### config.mk
export PLATFORM = sky130hd
export DESIGN_NAME = sseg_scan_array
export DESIGN_NICKNAME = d
export VERILOG_FILES = /design/src/rtl/sseg_scan_array.sv
export SDC_FILE = /design/constraint.sdc
export NUM_CORES = 1
export LEC_CHECK = 0
export BUFFER_PORTS_ARGS = -buffer_cell sky130_fd_sc_hd__buf_2
export CORE_ASPECT_RATIO = 1.75
export CORE_UTILIZATION = 45
export DETAILED_ROUTE_END_ITERATION = 10
export SYNTH_ARGS = -nofsm -noshare
export SYNTH_HDL_FRONTEND = slang
export SYNTH_SLANG_ARGS = --single-unit
### constraint.sdc
create_clock -name clk -period 2.9 [get_ports clk]
set_input_delay 0.58 -clock clk [delete_from_list [all_inputs] [get_ports clk]]
set_output_delay 0.58 -clock clk [all_outputs]
set_load 0.05 [all_outputs]
### src/rtl/sseg_scan_array.sv
// Multiplexed seven-segment driver with a shadow/active digit bank, PWM brightness and frame-aligned commits.
// Optional blink support is compiled in when SSEG_BLINK_EN is defined.
module sseg_scan_array #(
  parameter int SSEG_N       = 4,
  parameter int SSEG_BITS    = 2,
  parameter int PWM_BITS     = 2,
  parameter int PRESCALE     = 1,
  parameter int BLINK_FRAMES = 32
) (
  input  logic                 clk,
  input  logic                 reset_n,
  input  logic                 wr,
  input  logic [SSEG_BITS-1:0] sel,
  input  logic [3:0]           val,
  input  logic                 en,
  input  logic                 sign,
  input  logic                 dp,
  input  logic                 blink,
  input  logic [PWM_BITS-1:0]  brightness,
  output logic [7:0]           sseg,
  output logic [SSEG_N-1:0]    oe,
  output logic                 done_tick
);

  localparam int PS_W = (PRESCALE > 1) ? $clog2(PRESCALE) : 1;
  localparam logic [PS_W-1:0] PS_LAST = PS_W'(PRESCALE - 1);
  localparam logic [SSEG_BITS-1:0] LAST_DIGIT = SSEG_BITS'(SSEG_N - 1);

  typedef struct packed {
    logic [3:0] val;
    logic       en;
    logic       sign;
    logic       dp;
  } digit_t;

  logic [PS_W-1:0]      prescale;
  logic [PWM_BITS-1:0]  pwm;
  logic [PWM_BITS-1:0]  bright_q;
  logic [SSEG_BITS-1:0] digit;
  digit_t               shadow [SSEG_N];
  digit_t               active [SSEG_N];
  digit_t               cur;
  logic                 step_end;
  logic                 frame_end;
  logic                 wr_ok;
  logic                 hide;
  logic [6:0]           font;
  logic [7:0]           sseg_next;
  logic [SSEG_N-1:0]    oe_next;

  assign step_end  = (prescale == PS_LAST);
  assign frame_end = step_end && (pwm == '1) && (digit == LAST_DIGIT);
  // Widened compare so the range check stays meaningful when 2**SSEG_BITS == SSEG_N.
  assign wr_ok     = wr && ({1'b0, sel} < (SSEG_BITS + 1)'(SSEG_N));

  always_ff @(posedge clk or negedge reset_n) begin
    if (!reset_n) begin
      prescale <= '0;
      pwm      <= '0;
      digit    <= '0;
    end else begin
      prescale <= step_end ? '0 : prescale + 1'b1;
      if (step_end) begin
        pwm <= pwm + 1'b1;
        if (pwm == '1)
          digit <= (digit == LAST_DIGIT) ? '0 : digit + 1'b1;
      end
    end
  end

  // Writes land in shadow; the visible bank only changes on the last clock of a frame.
  always_ff @(posedge clk or negedge reset_n) begin
    if (!reset_n) begin
      for (int i = 0; i < SSEG_N; i++) begin
        shadow[i] <= '0;
        active[i] <= '0;
      end
      bright_q  <= '0;
      done_tick <= 1'b0;
    end else begin
      if (frame_end) begin
        for (int i = 0; i < SSEG_N; i++)
          active[i] <= shadow[i];
        bright_q <= brightness;
      end
      if (wr_ok)
        shadow[sel] <= {val, en, sign, dp};
      done_tick <= frame_end;
    end
  end

`ifdef SSEG_BLINK_EN
  localparam int FC_W = (BLINK_FRAMES > 1) ? $clog2(BLINK_FRAMES) : 1;
  localparam logic [FC_W-1:0] FC_LAST = FC_W'(BLINK_FRAMES - 1);

  logic [FC_W-1:0]   frame_cnt;
  logic              blink_on;
  logic [SSEG_N-1:0] shadow_blink;
  logic [SSEG_N-1:0] active_blink;

  always_ff @(posedge clk or negedge reset_n) begin
    if (!reset_n) begin
      frame_cnt    <= '0;
      blink_on     <= 1'b1;
      shadow_blink <= '0;
      active_blink <= '0;
    end else begin
      if (frame_end) begin
        active_blink <= shadow_blink;
        if (frame_cnt == FC_LAST) begin
          frame_cnt <= '0;
          blink_on  <= ~blink_on;
        end else begin
          frame_cnt <= frame_cnt + 1'b1;
        end
      end
      if (wr_ok)
        shadow_blink[sel] <= blink;
    end
  end

  assign hide = !blink_on && |(active_blink & (SSEG_N'(1) << digit));
`else
  logic unused_blink;
  assign unused_blink = blink | (BLINK_FRAMES == 0);
  assign hide         = 1'b0;
`endif

  // Active-low font for segments g..a; the dp bit is added separately.
  always_comb begin
    cur       = active[digit];
    font      = 7'h7F;
    oe_next   = '0;
    sseg_next = 8'hFF;
    case (cur.val)
      4'h0: font = 7'h40;
      4'h1: font = 7'h79;
      4'h2: font = 7'h24;
      4'h3: font = 7'h30;
      4'h4: font = 7'h19;
      4'h5: font = 7'h12;
      4'h6: font = 7'h02;
      4'h7: font = 7'h78;
      4'h8: font = 7'h00;
      4'h9: font = 7'h10;
      4'hA: font = 7'h08;
      4'hB: font = 7'h03;
      4'hC: font = 7'h46;
      4'hD: font = 7'h21;
      4'hE: font = 7'h06;
      4'hF: font = 7'h0E;
      default: font = 7'h7F;
    endcase
    if (cur.en && !hide) begin
      sseg_next = cur.sign ? {~cur.dp, 7'h3F} : {~cur.dp, font};
      // pwm step 0 is kept dark so the previous digit cannot ghost into this slot.
      if (pwm != '0 && pwm <= bright_q)
        oe_next = SSEG_N'(1) << digit;
    end
  end

  always_ff @(posedge clk or negedge reset_n) begin
    if (!reset_n) begin
      sseg <= 8'hFF;
      oe   <= '0;
    end else begin
      sseg <= sseg_next;
      oe   <= oe_next;
    end
  end

endmodule

==> impl_metrics.toml <==
[outcome]
status = "finished, final reports clean"

[place]
place.gp.congestion = 0.874
place.port_buffers = 26
place_ws_ns = 0.590
dp.final_hpwl_mm = 4.02

[global_route]
globalRouteOverflowTotal = 0
grt.total_usage_pct = 17.5
grt_max_degree = 31
grt_pass1_vias = 1857
grt_pass1_wl_mm = 9.34
grt_antenna_before_repair = 0

[cts]
clk-insertion-delay-late_ns = 0.33
cts_sinks = 75
post_cts_buffers = 0
htreeDepth = 3
clk_pin_slew_ns = 0.05
cts_tree = "yes"
cts_inserted_buffers = 9
cts_buffer_depth = 2
cts_resized = 0
cts_hold_buffers = 0
root_buffer = "clkbuf_16"

[synthesis]
synth_ff_type = "dfrtp_1"
synthXorXnorAreaFrac_pct = 0
synth-compound-area-share_pct = 3.80
synth_cell_types = 29
synth_edf_count = 0
synthSimpleGateAreaFrac_pct = 4.10
syn_area_mm2 = 0.00332
synthArstFlopShare_pct = 100
synth_seq_area_share_pct = 56.8
synth_fa_ha_area_share_pct = 5.27
avgSynthCellArea_um2 = 14.6
synthCells = 228
synth.most_common_cell = "dfrtp_1"
synthMuxAreaShare_pct = 27.5
yosys-top-cells-area = "dfrtp_1 50%, mux2_2 20%, dfstp_2 6.3%, ha_1 5.3%, mux4_1 2.4%"
yosysWarnings = 0
synth_nets = 257
yosysTopAreaCell = "dfrtp_1"
ys_ff_latch = 75
synth_top_family_by_area = "multiplexers"
synth_commonest_cells = "67 x dfrtp_1, 59 x mux2_2, 14 x ha_1"
synth_top_area_share_pct = 50.4

[worst_setup_path]
reg2reg_slack_ns = 0.56
worst_ep_required_time_ns = 3.15
r2r_end = "sseg[0]$_DFF_PN1_"
critPathCapture = "sseg[0]$_DFF_PN1_"
worstSetupStartpointType = "flop"
cp-startpoint = "digit[0]$_DFFE_PN0N_"
crit_fanout = 8
critical_path_arrival_ns = 2.59
r2r_start = "digit[0]$_DFFE_PN0N_"
worstSetupEndpointType = "flop"
crit_type = "reg2reg"
r2r.worst_path.cells = 7

[worst_hold_path]
hp-class = "in2async"

[layout]
drive_above_1_share_pct = 45.2
syn_to_final_growth_pct = 15.9
nets = 294
antennaDiodeCount = 0

[sta]
hold_viol_final = 0
setup_tns_ns = 0
drv_slew = 0
rsz0062_at_grt = "false"
layout_setup_ws_ns = 0.563
max_freq_mhz = 428
skew_ns = 0.00730
period_minus_slack_ns = 2.34
slew_headroom_pct = 46.7
tightest_slew_ns = 0.796
final-setup-viol-count = 0
fin_crit_sh_pct = 80.6

[power_and_ir_drop]
ir_drop_uv = 389
power.total_mw = 2.85
power_density_mw_per_mm2 = 739
p_leak_nw = 1.74

[route]
wl_per_cell_um = 15.9
route.vias.total = 1878
drc = 0
wirelength_mm = 5.68
via_per_inst = 5.28
antenna_left = 0
drt-initial-drc-count = 68
firstDrtPassIters = 4

[die]
design.core.area_mm2 = 0.00718
die_area_mm2 = 0.00775
start_util_pct = 46.3
die_w_um = 67.0
rows = 41
num_io_pins = 28
die_h_um = 116

[flow_run]
cap_violations = 0
-- flip-flops by register name (all words and copies together) (netlist names) --
name       flops
active        28
bright_q       2
digit          2
done_tick      1
oe             4
pwm            2
shadow        28
sseg           8
-- worst min-delay path by stage --
stage                startpoint                     end  slack [ns]  cells after the start
6_report                reset_n         oe[0]$_DFF_PN0_        0.26                      1
4_1_cts                 reset_n  shadow[25]$_DFFE_PN0P_        0.27                      1
5_1_grt                 reset_n  shadow[25]$_DFFE_PN0P_        0.30                      1
2_1_floorplan           reset_n   active[0]$_DFFE_PN0P_        0.28                      0
3_3_place_gp   pwm[0]$_DFF_PN0_        pwm[0]$_DFF_PN0_        0.48                      1
3_5_place_dp   pwm[0]$_DFF_PN0_        pwm[0]$_DFF_PN0_        0.47                      1
-- logic make-up (layout without fill, tap and decap cells) --
kind of cell             after synthesis  in the layout
flip-flops                            75             75
multiplexers                          74             74
AND/OR/NAND/NOR                       25             25
AO/OA/AOI/OAI                         21             21
buffers and inverters                 19             61
adder cells (fa/ha/maj)               14             14
-- cell type report --
cell class / instances / area [um^2]
clock buffer: 14 / 274
clock inverter: 2 / 10.0
fill: 646 / 3330
inverter: 13 / 48.8
multi-input combinational: 134 / 1350
sequential: 75 / 1890
tap: 86 / 108
timing repair buffer: 32 / 175
-- layer usage --
layer / vias to the layer above / GRT usage, % / part of all wire [%]
met5: - / 0 / 0
met4: 0 / 10.8 / 3.7
met3: 13 / 5.41 / 2.7
met2: 38 / 28.9 / 53
met1: 934 / 19.1 / 40
li1: 893 / - / -
-- critical path: stages, from the launching register on --
cell and delay (ns):
dfrtp_1 0.58, mux4_2 0.63, inv_1 0.15, ha_1 0.32, mux2i_1 0.14, a21oi_1 0.19
a21oi_1 0.05, o21ai_0 0.19
-- report_power, final --
part | internal [mW] | switching, mW
clock | 0.646 | 0.391
sequential | 1.24 | 0.0731
combinational | 0.224 | 0.275
total | 2.11 | 0.739
-- through the flow --
stage	utilization (%)	std cells	cell area (um^2)	hold WS [ns]
final	53.7	356	3850	0.258
after global routing	53.7	356	3850	0.296
after CTS	53.7	356	3850	0.271
after detailed placement	49.7	340	3570	0.472
after global placement	49.7	340	3570	0.476
after floorplan	-	228	3320	0.284
-- layout by cell type, fill, tap and decap left out --
cell and n:
or3b_1 1, clkinv_2 2, inv_2 1, clkbuf_16 9, o211ai_1 4, a21oi_1 7, dfrtp_1 67, clkbuf_1 2
nand3b_1 2, nor2b_4 1, mux4_2 2, mux2_2 59, mux4_1 3, mux2i_2 2, mux2_4 1, ha_1 14
o31ai_1 2, mux2i_1 6, inv_1 12, o21ai_0 5, a21o_1 1, mux2i_4 1, nand2_1 6, nand3_1 6
buf_2 26, clkbuf_8 3, dfstp_2 8, o311ai_0 1, nor3_1 3, buf_4 6, o21ai_1 1, nor3b_2 1
nor2_1 5
Note: power is estimated with default switching activity, not from simulation.
